==> src/rtl/mult_pkg.sv <==
// Shared types and constants for the sequential shift-add multiplier.
package mult_pkg;

  localparam int unsigned DEFAULT_WIDTH = 8;

  typedef enum logic [1:0] {
    IDLE = 2'd0,
    BUSY = 2'd1,
    DONE = 2'd2
  } state_t;

endpackage

==> src/rtl/seq_mult_datapath.sv <==
// Shift-add datapath: one multiplier bit per step, LSB first, full-width accumulator.
module seq_mult_datapath
  import mult_pkg::*;
#(
  parameter int unsigned WIDTH = DEFAULT_WIDTH
) (
  input  logic                 clk,
  input  logic                 rst,
  input  logic                 load,
  input  logic                 step,
  input  logic [WIDTH-1:0]     a,
  input  logic [WIDTH-1:0]     b,
  output logic [2*WIDTH-1:0]   acc_next_c
);

  localparam int unsigned PW = 2 * WIDTH;

  logic [PW-1:0]    mcand;
  logic [WIDTH-1:0] mplier;
  logic [PW-1:0]    acc;

  // Accumulator value after the current multiplier bit is applied
  always_comb begin
    acc_next_c = acc;
    if (mplier[0]) begin
      acc_next_c = acc + mcand;
    end
  end

  // Operand latch on load, then shift multiplicand left / multiplier right per step
  always_ff @(posedge clk or posedge rst) begin
    if (rst) begin
      mcand  <= '0;
      mplier <= '0;
      acc    <= '0;
    end else if (load) begin
      mcand  <= PW'(a);
      mplier <= b;
      acc    <= '0;
    end else if (step) begin
      mcand  <= mcand << 1;
      mplier <= mplier >> 1;
      acc    <= acc_next_c;
    end
  end

endmodule

==> src/rtl/seq_multiplier.sv <==
// Sequential WIDTH-cycle multiplier with valid/ready handshakes on both sides.
// Optional two's-complement mode (tc port) enabled by defining SEQ_MULT_SIGNED_EN.
module seq_multiplier
  import mult_pkg::*;
#(
  parameter int unsigned WIDTH = DEFAULT_WIDTH
) (
  input  logic                 clk,
  input  logic                 rst,
  input  logic                 in_valid,
  output logic                 in_ready,
`ifdef SEQ_MULT_SIGNED_EN
  input  logic                 tc,
`endif
  input  logic [WIDTH-1:0]     A,
  input  logic [WIDTH-1:0]     B,
  output logic                 out_valid,
  input  logic                 out_ready,
  output logic [2*WIDTH-1:0]   P
);

  localparam int unsigned PW    = 2 * WIDTH;
  localparam int unsigned CNT_W = (WIDTH > 1) ? $clog2(WIDTH) : 1;

  state_t           state;
  state_t           state_next;
  logic [CNT_W-1:0] cnt;
  logic             last_bit;
  logic             load;
  logic             step;
  logic [WIDTH-1:0] a_op;
  logic [WIDTH-1:0] b_op;
  logic [PW-1:0]    acc_next_c;
  logic [PW-1:0]    result_c;

  assign last_bit = (cnt == CNT_W'(WIDTH - 1));

`ifdef SEQ_MULT_SIGNED_EN
  logic neg;

  // Signed mode multiplies magnitudes; the sign is reapplied on the final bit
  always_comb begin
    a_op = A;
    b_op = B;
    if (tc && A[WIDTH-1]) a_op = -A;
    if (tc && B[WIDTH-1]) b_op = -B;
  end

  // Result sign captured together with the operands
  always_ff @(posedge clk or posedge rst) begin
    if (rst) begin
      neg <= 1'b0;
    end else if (load) begin
      neg <= tc && (A[WIDTH-1] ^ B[WIDTH-1]);
    end
  end

  // Conditional negation of the finished magnitude product
  always_comb begin
    result_c = acc_next_c;
    if (neg) result_c = -acc_next_c;
  end
`else
  // Unsigned only: operands pass straight through
  always_comb begin
    a_op     = A;
    b_op     = B;
    result_c = acc_next_c;
  end
`endif

  // State register
  always_ff @(posedge clk or posedge rst) begin
    if (rst) begin
      state <= IDLE;
    end else begin
      state <= state_next;
    end
  end

  // Next-state logic
  always_comb begin
    state_next = state;
    case (state)
      IDLE:    if (in_valid) state_next = BUSY;
      BUSY:    if (last_bit) state_next = DONE;
      DONE:    if (out_ready) state_next = IDLE;
      default: state_next = IDLE;
    endcase
  end

  // Handshake and datapath control decoded from state
  always_comb begin
    in_ready  = (state == IDLE);
    out_valid = (state == DONE);
    load      = (state == IDLE) && in_valid;
    step      = (state == BUSY);
  end

  // Bit counter: cleared on acceptance, advanced once per BUSY cycle
  always_ff @(posedge clk or posedge rst) begin
    if (rst) begin
      cnt <= '0;
    end else if (load) begin
      cnt <= '0;
    end else if (step) begin
      cnt <= cnt + CNT_W'(1);
    end
  end

  // Product register, updated only on the edge that processes the last bit
  always_ff @(posedge clk or posedge rst) begin
    if (rst) begin
      P <= '0;
    end else if (step && last_bit) begin
      P <= result_c;
    end
  end

  seq_mult_datapath #(
    .WIDTH (WIDTH)
  ) u_datapath (
    .clk        (clk),
    .rst        (rst),
    .load       (load),
    .step       (step),
    .a          (a_op),
    .b          (b_op),
    .acc_next_c (acc_next_c)
  );

endmodule

==> config.mk <==
export PLATFORM = sky130hd
export DESIGN_NAME = seq_multiplier
export DESIGN_NICKNAME = d
export VERILOG_FILES = /design/src/rtl/mult_pkg.sv /design/src/rtl/seq_mult_datapath.sv /design/src/rtl/seq_multiplier.sv
export SDC_FILE = /design/constraint.sdc
export NUM_CORES = 1
export LEC_CHECK = 0
export ABC_AREA = 1
export CAP_MARGIN = 30
export CORE_ASPECT_RATIO = 0.9
export CORE_UTILIZATION = 45
export CTS_CLUSTER_SIZE = 14
export DETAILED_ROUTE_END_ITERATION = 10
export GPL_ROUTABILITY_DRIVEN = 0
export GPL_TIMING_DRIVEN = 0
export PLACE_DENSITY = 0.63
export SYNTH_ARGS = -nofsm -noshare
export SYNTH_HDL_FRONTEND = slang
export SYNTH_HIERARCHICAL = 1
export SYNTH_SLANG_ARGS = --single-unit
==> constraint.sdc <==
create_clock -name clk -period 2.22 [get_ports clk]
set_input_delay 0.444 -clock clk [delete_from_list [all_inputs] [get_ports clk]]
set_output_delay 0.444 -clock clk [all_outputs]
set_load 0.05 [all_outputs]
After elaboration in Yosys (flattened, before gate mapping). Index checks and enable logic that the tools add are counted.

Bits in registers: 61. Word-level logic and storage cells: 32. Input bits: 20. Output and inout bits: 18.

Reductions and logical operators: 5. Multiplexer cells: 13. Equal/unequal tests: 6. Add/sub/neg operators: 2.

Operators with widths (count): 2-to-1 mux 16 bit (5); adder 16 bit (1); 2-to-1 mux 8 bit (2); 2-to-1 mux 2 bit (3); 2-to-1 mux 3 bit (2); case mux 2 bit (3 select lines) (1); != test 2 bit (second input constant) (2); adder 3 x 1 -> 3 bit (second input constant) (1); equality test 3 bit (second input constant) (1); AND reduction 3 bit (1); equality test 2 x 1 -> 1 bit (second input constant) (1); equality test 2 bit (second input constant) (1); logical AND 1 bit (2); zero test 2 bit (1); != test 2 x 1 -> 1 bit (second input constant) (1); nonzero test 2 bit (1).

Depth between registers and ports, before layout. Gate-level depths: netlist (run 1).

Word-level depth: 4. Depth in mapped cells: 13. Depth with buffers taken out: 13.

Modules after synthesis. The synthesis (run 1) kept the hierarchy.

By module, submodules not included: seq_mult_datapath (cells each 380, instances 1, area an instance 2708.8 µm², seq. area each 1001.0 µm²); seq_multiplier (cells each 100, instances 1, area an instance 888.4 µm², seq. area each 525.5 µm²).

Worst setup path after synthesis (run 1). No wires, ideal clock.

Kind: reg-to-reg. Start: register state[1]. End: register u_datapath.mcand[15]. Arrival time: 2050 ps. Cell stages (with the launch flop): 10. Clock period less this slack: 2133 ps. Data required time: 2137 ps. Slack: 87 ps. Library setup time: 83 ps. Buffers on the path: 2. Cells stage by stage: dfrtp_1 nor2_1 nand2_1 inv_1 buf_2 nor2_4 nor2_4 inv_1 buf_2 o21ai_0.

Word-level cells in the longest chain between the ends: 3. Elaborated cells on any way between the ends: 5. Classes of those cells: eq/ne: 1; mux: 1; reduce/logical: 3.

RTL lines: start, declared (RTL line seq_multiplier.sv:25) `state_t state;`; start signal, assigned (RTL line seq_multiplier.sv:77) `state <= state_next;`; zero test 2 bit *; via in_ready (RTL line seq_multiplier.sv:11) `output logic in_ready,`; logical AND 1 bit * (RTL line seq_multiplier.sv:96) `load = (state == IDLE) && in_valid;`; via load (RTL line seq_multiplier.sv:29) `logic load;`; 2-to-1 mux 16 bit / nonzero test 2 bit (equally long branches); end signal, assigned (RTL line seq_mult_datapath.sv:37) `mcand <= PW'(a);`; end signal, assigned (RTL line seq_mult_datapath.sv:41) `mcand <= mcand << 1;`; end, declared (RTL line seq_mult_datapath.sv:18) `logic [PW-1:0] mcand;`.

The timed path passes the listed nets; every way through them passes the cells marked *. A chain may end at the register's enable or synchronous reset.

Final worst setup path (run 1).
Start: register u_datapath.mcand[0]. End: register P[14].

Word-level cells in the longest chain between the ends: 2.

RTL lines: adder 16 bit (RTL line seq_mult_datapath.sv:26) `acc_next_c = acc + mcand;`; 2-to-1 mux 16 bit (RTL line seq_mult_datapath.sv:25) `if (mplier[0]) begin`; via acc_next_c[14] (RTL line seq_multiplier.sv:33) `logic [PW-1:0] acc_next_c;`; end signal, assigned (RTL line seq_multiplier.sv:116) `P <= result_c;`; end, declared (RTL line seq_multiplier.sv:19) `output logic [2*WIDTH-1:0] P`.

The timed path passes the listed nets, and every way through them passes these cells.

==> results of run 1 <==
critical path: stages (launching register included):
cell,delay (ns)
dfrtp_1,0.39
ha_1,0.23
fa_2,0.36
nand2_1,0.10
nand2_1,0.06
nand3b_1,0.11
nand2_2,0.09
nand2_1,0.10
nand2_1,0.06
nand2_1,0.06
nand3_1,0.10
and2_4,0.18
nand3_1,0.08
nand2_1,0.05
synth_stat cells:
library cell and number:
a21boi_0 1, clkbuf_1 2, a22oi_1 1, o221ai_1 2, or2_0 1, ha_1 17
nor2_4 2, nand3_2 1, and2_1 10, o211ai_1 2, o21ai_2 3, a21oi_1 19
a31oi_1 2, xnor2_1 7, buf_2 11, nor2_2 1, inv_1 67, nor2_1 19
nand3_1 41, fa_1 1, o21ai_0 18, nand2_1 158, nand2_2 5, or2_2 7
nand3b_1 2, buf_4 4, dfrtp_1 61, o22ai_1 15
final timing paths:
kind / slack [ns] / end / depth (start not counted)
max reg2reg: 0.14 / P[14] / 13
min reg2reg: 0.48 / P[1] / 2
min in group asynchronous: 0.59 / P[1] / 2
max in group asynchronous: 1.05 / u_datapath/mcand[9] / 2
max: 0.14 / P[14] / 13
min: 0.48 / P[1] / 2
where the power goes:
group | internal (mW) | switching, mW | leakage, nW
combinational | 1.62 | 2.77 | 1.39
sequential | 1.63 | 0.362 | 0.768
clock | 0.800 | 0.447 | 0.125
logic make-up (layout without fill, tap and decap cells):
family                   after synthesis  after routing  share of synthesized area (%)
AND/OR/NAND/NOR                      247            247                           29.7
adder cells (fa/ha/maj)               18             18                           6.47
flip-flops                            61             61                           42.4
buffers and inverters                 84            136                           9.57
XOR/XNOR                               7              7                           1.70
AO/OA/AOI/OAI                         63             63                           10.2
layout make-up:
cell class / count / area [um2]
repair buffers: 37 / 368
plain buffers: 17 / 92.6
clock buffers: 11 / 151
well taps: 96 / 120
multi-input cells: 335 / 1730
inverters: 67 / 251
fillers: 746 / 3320
flip-flops and latches: 61 / 1530
clock inverters: 4 / 95.1
registers in the layout (all words and copies together) (netlist names):
register,cells
P,16
cnt,3
state,2
u_datapath/acc,16
u_datapath/mcand,16
u_datapath/mplier,8
per-layer routing:
metal	share of wire, %	global-route usage [%]	routed length [um]
met4	1.3	7.87	111
met1	51	30.8	4200
met5	0	0	0
met2	44	32.6	3630
met3	3.7	3.95	309
timing repair:
| item | in CTS | in global routing |
|---|---|---|
| gates resized for setup | 2 | 2 |
| gates cloned | 0 | 0 |
| pin swaps | 0 | 0 |
| endpoints found under the setup margin | 2 | 4 |
==> flow_summary.ini, run 1 <==
[status]
outcome = finished clean

[floorplan]
initial_core_util_pct = 47.0
core_area_um2 = 7660
dieWidth_um = 96.2
rows = 30
die_h_um = 86.8
pin_count = 38
die_area_um2 = 8360

[place]
hpwl_mm = 6.17
place_area_um2 = 4090
dp.cells = 613
portBuffers = 37
dpl_worst_slack_ns = 0.0635

[global_routing]
grt_max_degree = 41
grt_pass1_wl_mm = 13.6
grt_pass1_vias = 2841
overflow = 0
grtUsageTotal_pct = 21.6
grt_antenna_before_repair = 0

[finish]
final_cell_mix = nand2_1 (158), inv_1 (66), dfrtp_1 (61)
final_cell_area_um2 = 4340
stdcell_count = 628
drive_gt1_share_pct = 9.77
final_common_cell = nand2_1
diodes = 0
utilization_pct = 56.6
areaGrowthSynthToFinish_pct = 20.6
finalNetCount = 566

[synth]
synthTopCellsByArea = dfrtp_1 (42%), nand2_1 (16%), inv_1 (7.0%), ha_1 (5.9%), nand3_1 (5.7%)
synth_top_area_share_pct = 42.4
syn_area_per_cell_um2 = 7.49
yosys_warnings = 6
yosys.area.top_type = dfrtp_1
netlist_area_um2 = 3600
ys_ff_latch = 61
yosysSeqAreaShare_pct = 42.4
syn_nets = 518
synth_cells = 480
ys_types = 28

[clocking]
clock-sinks = 61
clk_pin_slew_ns = 0.07
cts_setup_buffers = 0
numCtsBuffers = 9
clk_path_buf_depth = 2
insertion_delay_ns = 0.34
cts_tree = built
cts_root_buffer = clkbuf_8
ctsHoldBuffers = 0
h-tree-depth = 3

[worst_hold_path]
hold_class = reg -> reg
min_from = P[1]

[timing]
layout_setup_ws_ns = 0.144
max_freq_ghz = 0.482
relSlewSlack_pct = 43.3
hold_viol_final = 0
slew_violations = 0
clock_skew_ns = 0.0115
setup_viol = 0
grt_setup_unrepaired = false
fin_crit_ns = 2.08
holdWs_ns = 0.481
tightest_slew_ns = 0.849
fin_crit_sh_pct = 93.5
fin_tns_setup_ns = 0

[detailed_routing]
wl_per_cell_um = 13.1
drt_wl_total_mm = 8.24
antenna_left = 0
drtIter0Drc = 138
vias = 3124
drc = 0
firstDrtPassIters = 4
via_per_inst = 4.97

[setup_path]
start_kind = register
required_ns = 2.45
arrival_ns = 2.31
r2r_start = u_datapath/mcand[0]
startpoint = u_datapath/mcand[0]
critPathCaptureType = register
path_class = reg -> reg
cp_max_fo = 3

[power_and_ir_drop]
ir_drop_mv = 0.585
p_per_area_nw_per_um2 = 1760
power_mw = 7.64
p_leak_nw = 2.29

[job]
maxCapViolCount = 0
No activity file was read; power rests on OpenSTA's default activity.
==> run 2, diff against run 1 <==
--- a/config.mk
+++ b/config.mk
@@ -9,6 +9,7 @@
 export CAP_MARGIN = 30
 export CORE_ASPECT_RATIO = 0.9
 export CORE_UTILIZATION = 45
+export CTS_CLUSTER_DIAMETER = 40
 export CTS_CLUSTER_SIZE = 14
 export DETAILED_ROUTE_END_ITERATION = 10
 export GPL_ROUTABILITY_DRIVEN = 0
==> results of run 2 <==
No change in the layout: final DEF, timing and power equal those of run 1.
==> run 3, diff against run 2 <==
--- a/config.mk
+++ b/config.mk
@@ -15,6 +15,7 @@
 export GPL_ROUTABILITY_DRIVEN = 0
 export GPL_TIMING_DRIVEN = 0
 export PLACE_DENSITY = 0.63
+export SETUP_SLACK_MARGIN = 0.02
 export SYNTH_ARGS = -nofsm -noshare
 export SYNTH_HDL_FRONTEND = slang
 export SYNTH_HIERARCHICAL = 1
==> flow_summary.ini, run 3 (synthesis results as in run 1) <==
[status]
outcome = finished clean

[detailed_routing]
wl_per_cell_um = 13.1
via_per_inst = 4.98
antenna_left = 0
drt_wl_total_mm = 8.24
vias = 3129
drtIter0Drc = 137
firstDrtPassIters = 4
drc = 0

[timing]
slew_violations = 0
fin_crit_ns = 2.04
tightest_slew_ns = 0.845
fin_crit_sh_pct = 92.0
max_freq_ghz = 0.490
grt_setup_unrepaired = false
holdWs_ns = 0.482
clock_skew_ns = 0.0123
hold_viol_final = 0
relSlewSlack_pct = 43.6
setup_viol = 0
layout_setup_ws_ns = 0.177

[finish]
finalNetCount = 566
diodes = 0
nFillCells = 745
final_cell_area_um2 = 4340
final_cell_mix = nand2_1 (158), inv_1 (66), dfrtp_1 (61)
utilization_pct = 56.7
final_common_cell = nand2_1
top_regs = P x16, u_datapath/acc x16, u_datapath/mcand x16
drive_gt1_share_pct = 9.96
stdcell_count = 628
areaGrowthSynthToFinish_pct = 20.6

[global_routing]
grt_antenna_before_repair = 0
grt_pass1_vias = 2841
overflow = 0
grt_pass1_wl_mm = 13.6
grtUsageTotal_pct = 21.6
grt_max_degree = 41

[setup_path]
critPathCaptureType = register
cp_top_family = simple AND/OR/NAND/NOR gates
slowest_delay_ns = 0.39
required_ns = 2.45
arrival_ns = 2.28
path_class = reg -> reg
cp_num_buf_inv = 0
cp_max_fo = 3
start_kind = register
worstPathCellList = ha_2 -> fa_2 -> nand2_1 -> nand2_1 -> nand3b_1 -> nand2_2 -> nand2_1 -> nand2_1 -> nand2_1 -> nand3_1 -> and2_4 -> nand3_1 -> nand2_1
crit_path_top_delay_cell = dfrtp_1
path_common_cell = nand2_1

[floorplan]
dieWidth_um = 96.2
die_h_um = 86.8
die_area_um2 = 8360
pin_count = 38
core_area_um2 = 7660
rows = 30
initial_core_util_pct = 47.0

[power_and_ir_drop]
ir_drop_mv = 0.585
p_per_area_nw_per_um2 = 1760
p_leak_nw = 2.29

[clocking]
ctsHoldBuffers = 0
clk_path_buf_depth = 2
insertion_delay_ns = 0.34
clk_pin_slew_ns = 0.07
numCtsBuffers = 9
clock-sinks = 61
h-tree-depth = 3
cts_root_buffer = clkbuf_8
cts_tree = built

[job]
maxCapViolCount = 0

[place]
dp.cells = 613
portBuffers = 37
dpl_worst_slack_ns = 0.0635
place_area_um2 = 4090
hpwl_mm = 6.17

[worst_hold_path]
hold_class = reg -> reg
-- run 3: cell counts in the layout (fill, tap and decap cells not counted) --
No cell type changed its count.
-- run 3: metrics by stage --
stage	total power, mW	setup TNS (ns)
after global placement	6.28	-2.67
after global routing	8.33	0
after detailed placement	6.38	0
after CTS	7.65	0
after floorplan	5.25	0
final	7.64	0
-- run 3: worst min-delay path: stages, from the launching register on --
cell and delay (ns):
dfrtp_1 0.35, nand2_1 0.05, nand2_1 0.05
-- run 3: final timing paths --
kind,from,endpoint,slack [ns],depth (start not counted)
worst min-delay path,P[1],P[1],0.48,2
worst min register to register,P[1],P[1],0.48,2
max in group asynchronous,rst,u_datapath/mcand[9],1.06,2
worst max register to register,u_datapath/mcand[0],P[14],0.18,13
min in group asynchronous,rst,P[1],0.58,2
worst max-delay path,u_datapath/mcand[0],P[14],0.18,13
-- run 3: area by class of cell --
class / count / area, um2 / share of cell area, %
buffer: 17 / 92.6 / 2.13
clock inverter: 4 / 95.1 / 2.19
multi-input combinational: 335 / 1730 / 40.0
sequential: 61 / 1530 / 35.2
inverter: 67 / 251 / 5.80
tap: 96 / 120 / 2.77
clock buffer: 11 / 151 / 3.49
timing repair buffer: 37 / 368 / 8.48
-- run 3: power by group --
| part | switching [mW] | internal, mW |
|---|---|---|
| Sequential | 0.362 | 1.63 |
| Clock | 0.449 | 0.800 |
| Combinational | 2.77 | 1.62 |
| Total | 3.58 | 4.05 |
-- run 3: repair_timing --
item,in CTS,in global routing
setup endpoints to repair,2,4
gates resized for setup,2,3
buffers inserted,0,0
pin swaps,0,0
-- run 3: per-layer routing --
metal	up-vias	global-route usage, %	wire length [um]
li1	1624	-	-
met1	1443	30.8	4170
met2	53	32.6	3640
met3	9	3.95	318
met4	0	7.87	111
met5	-	0	0
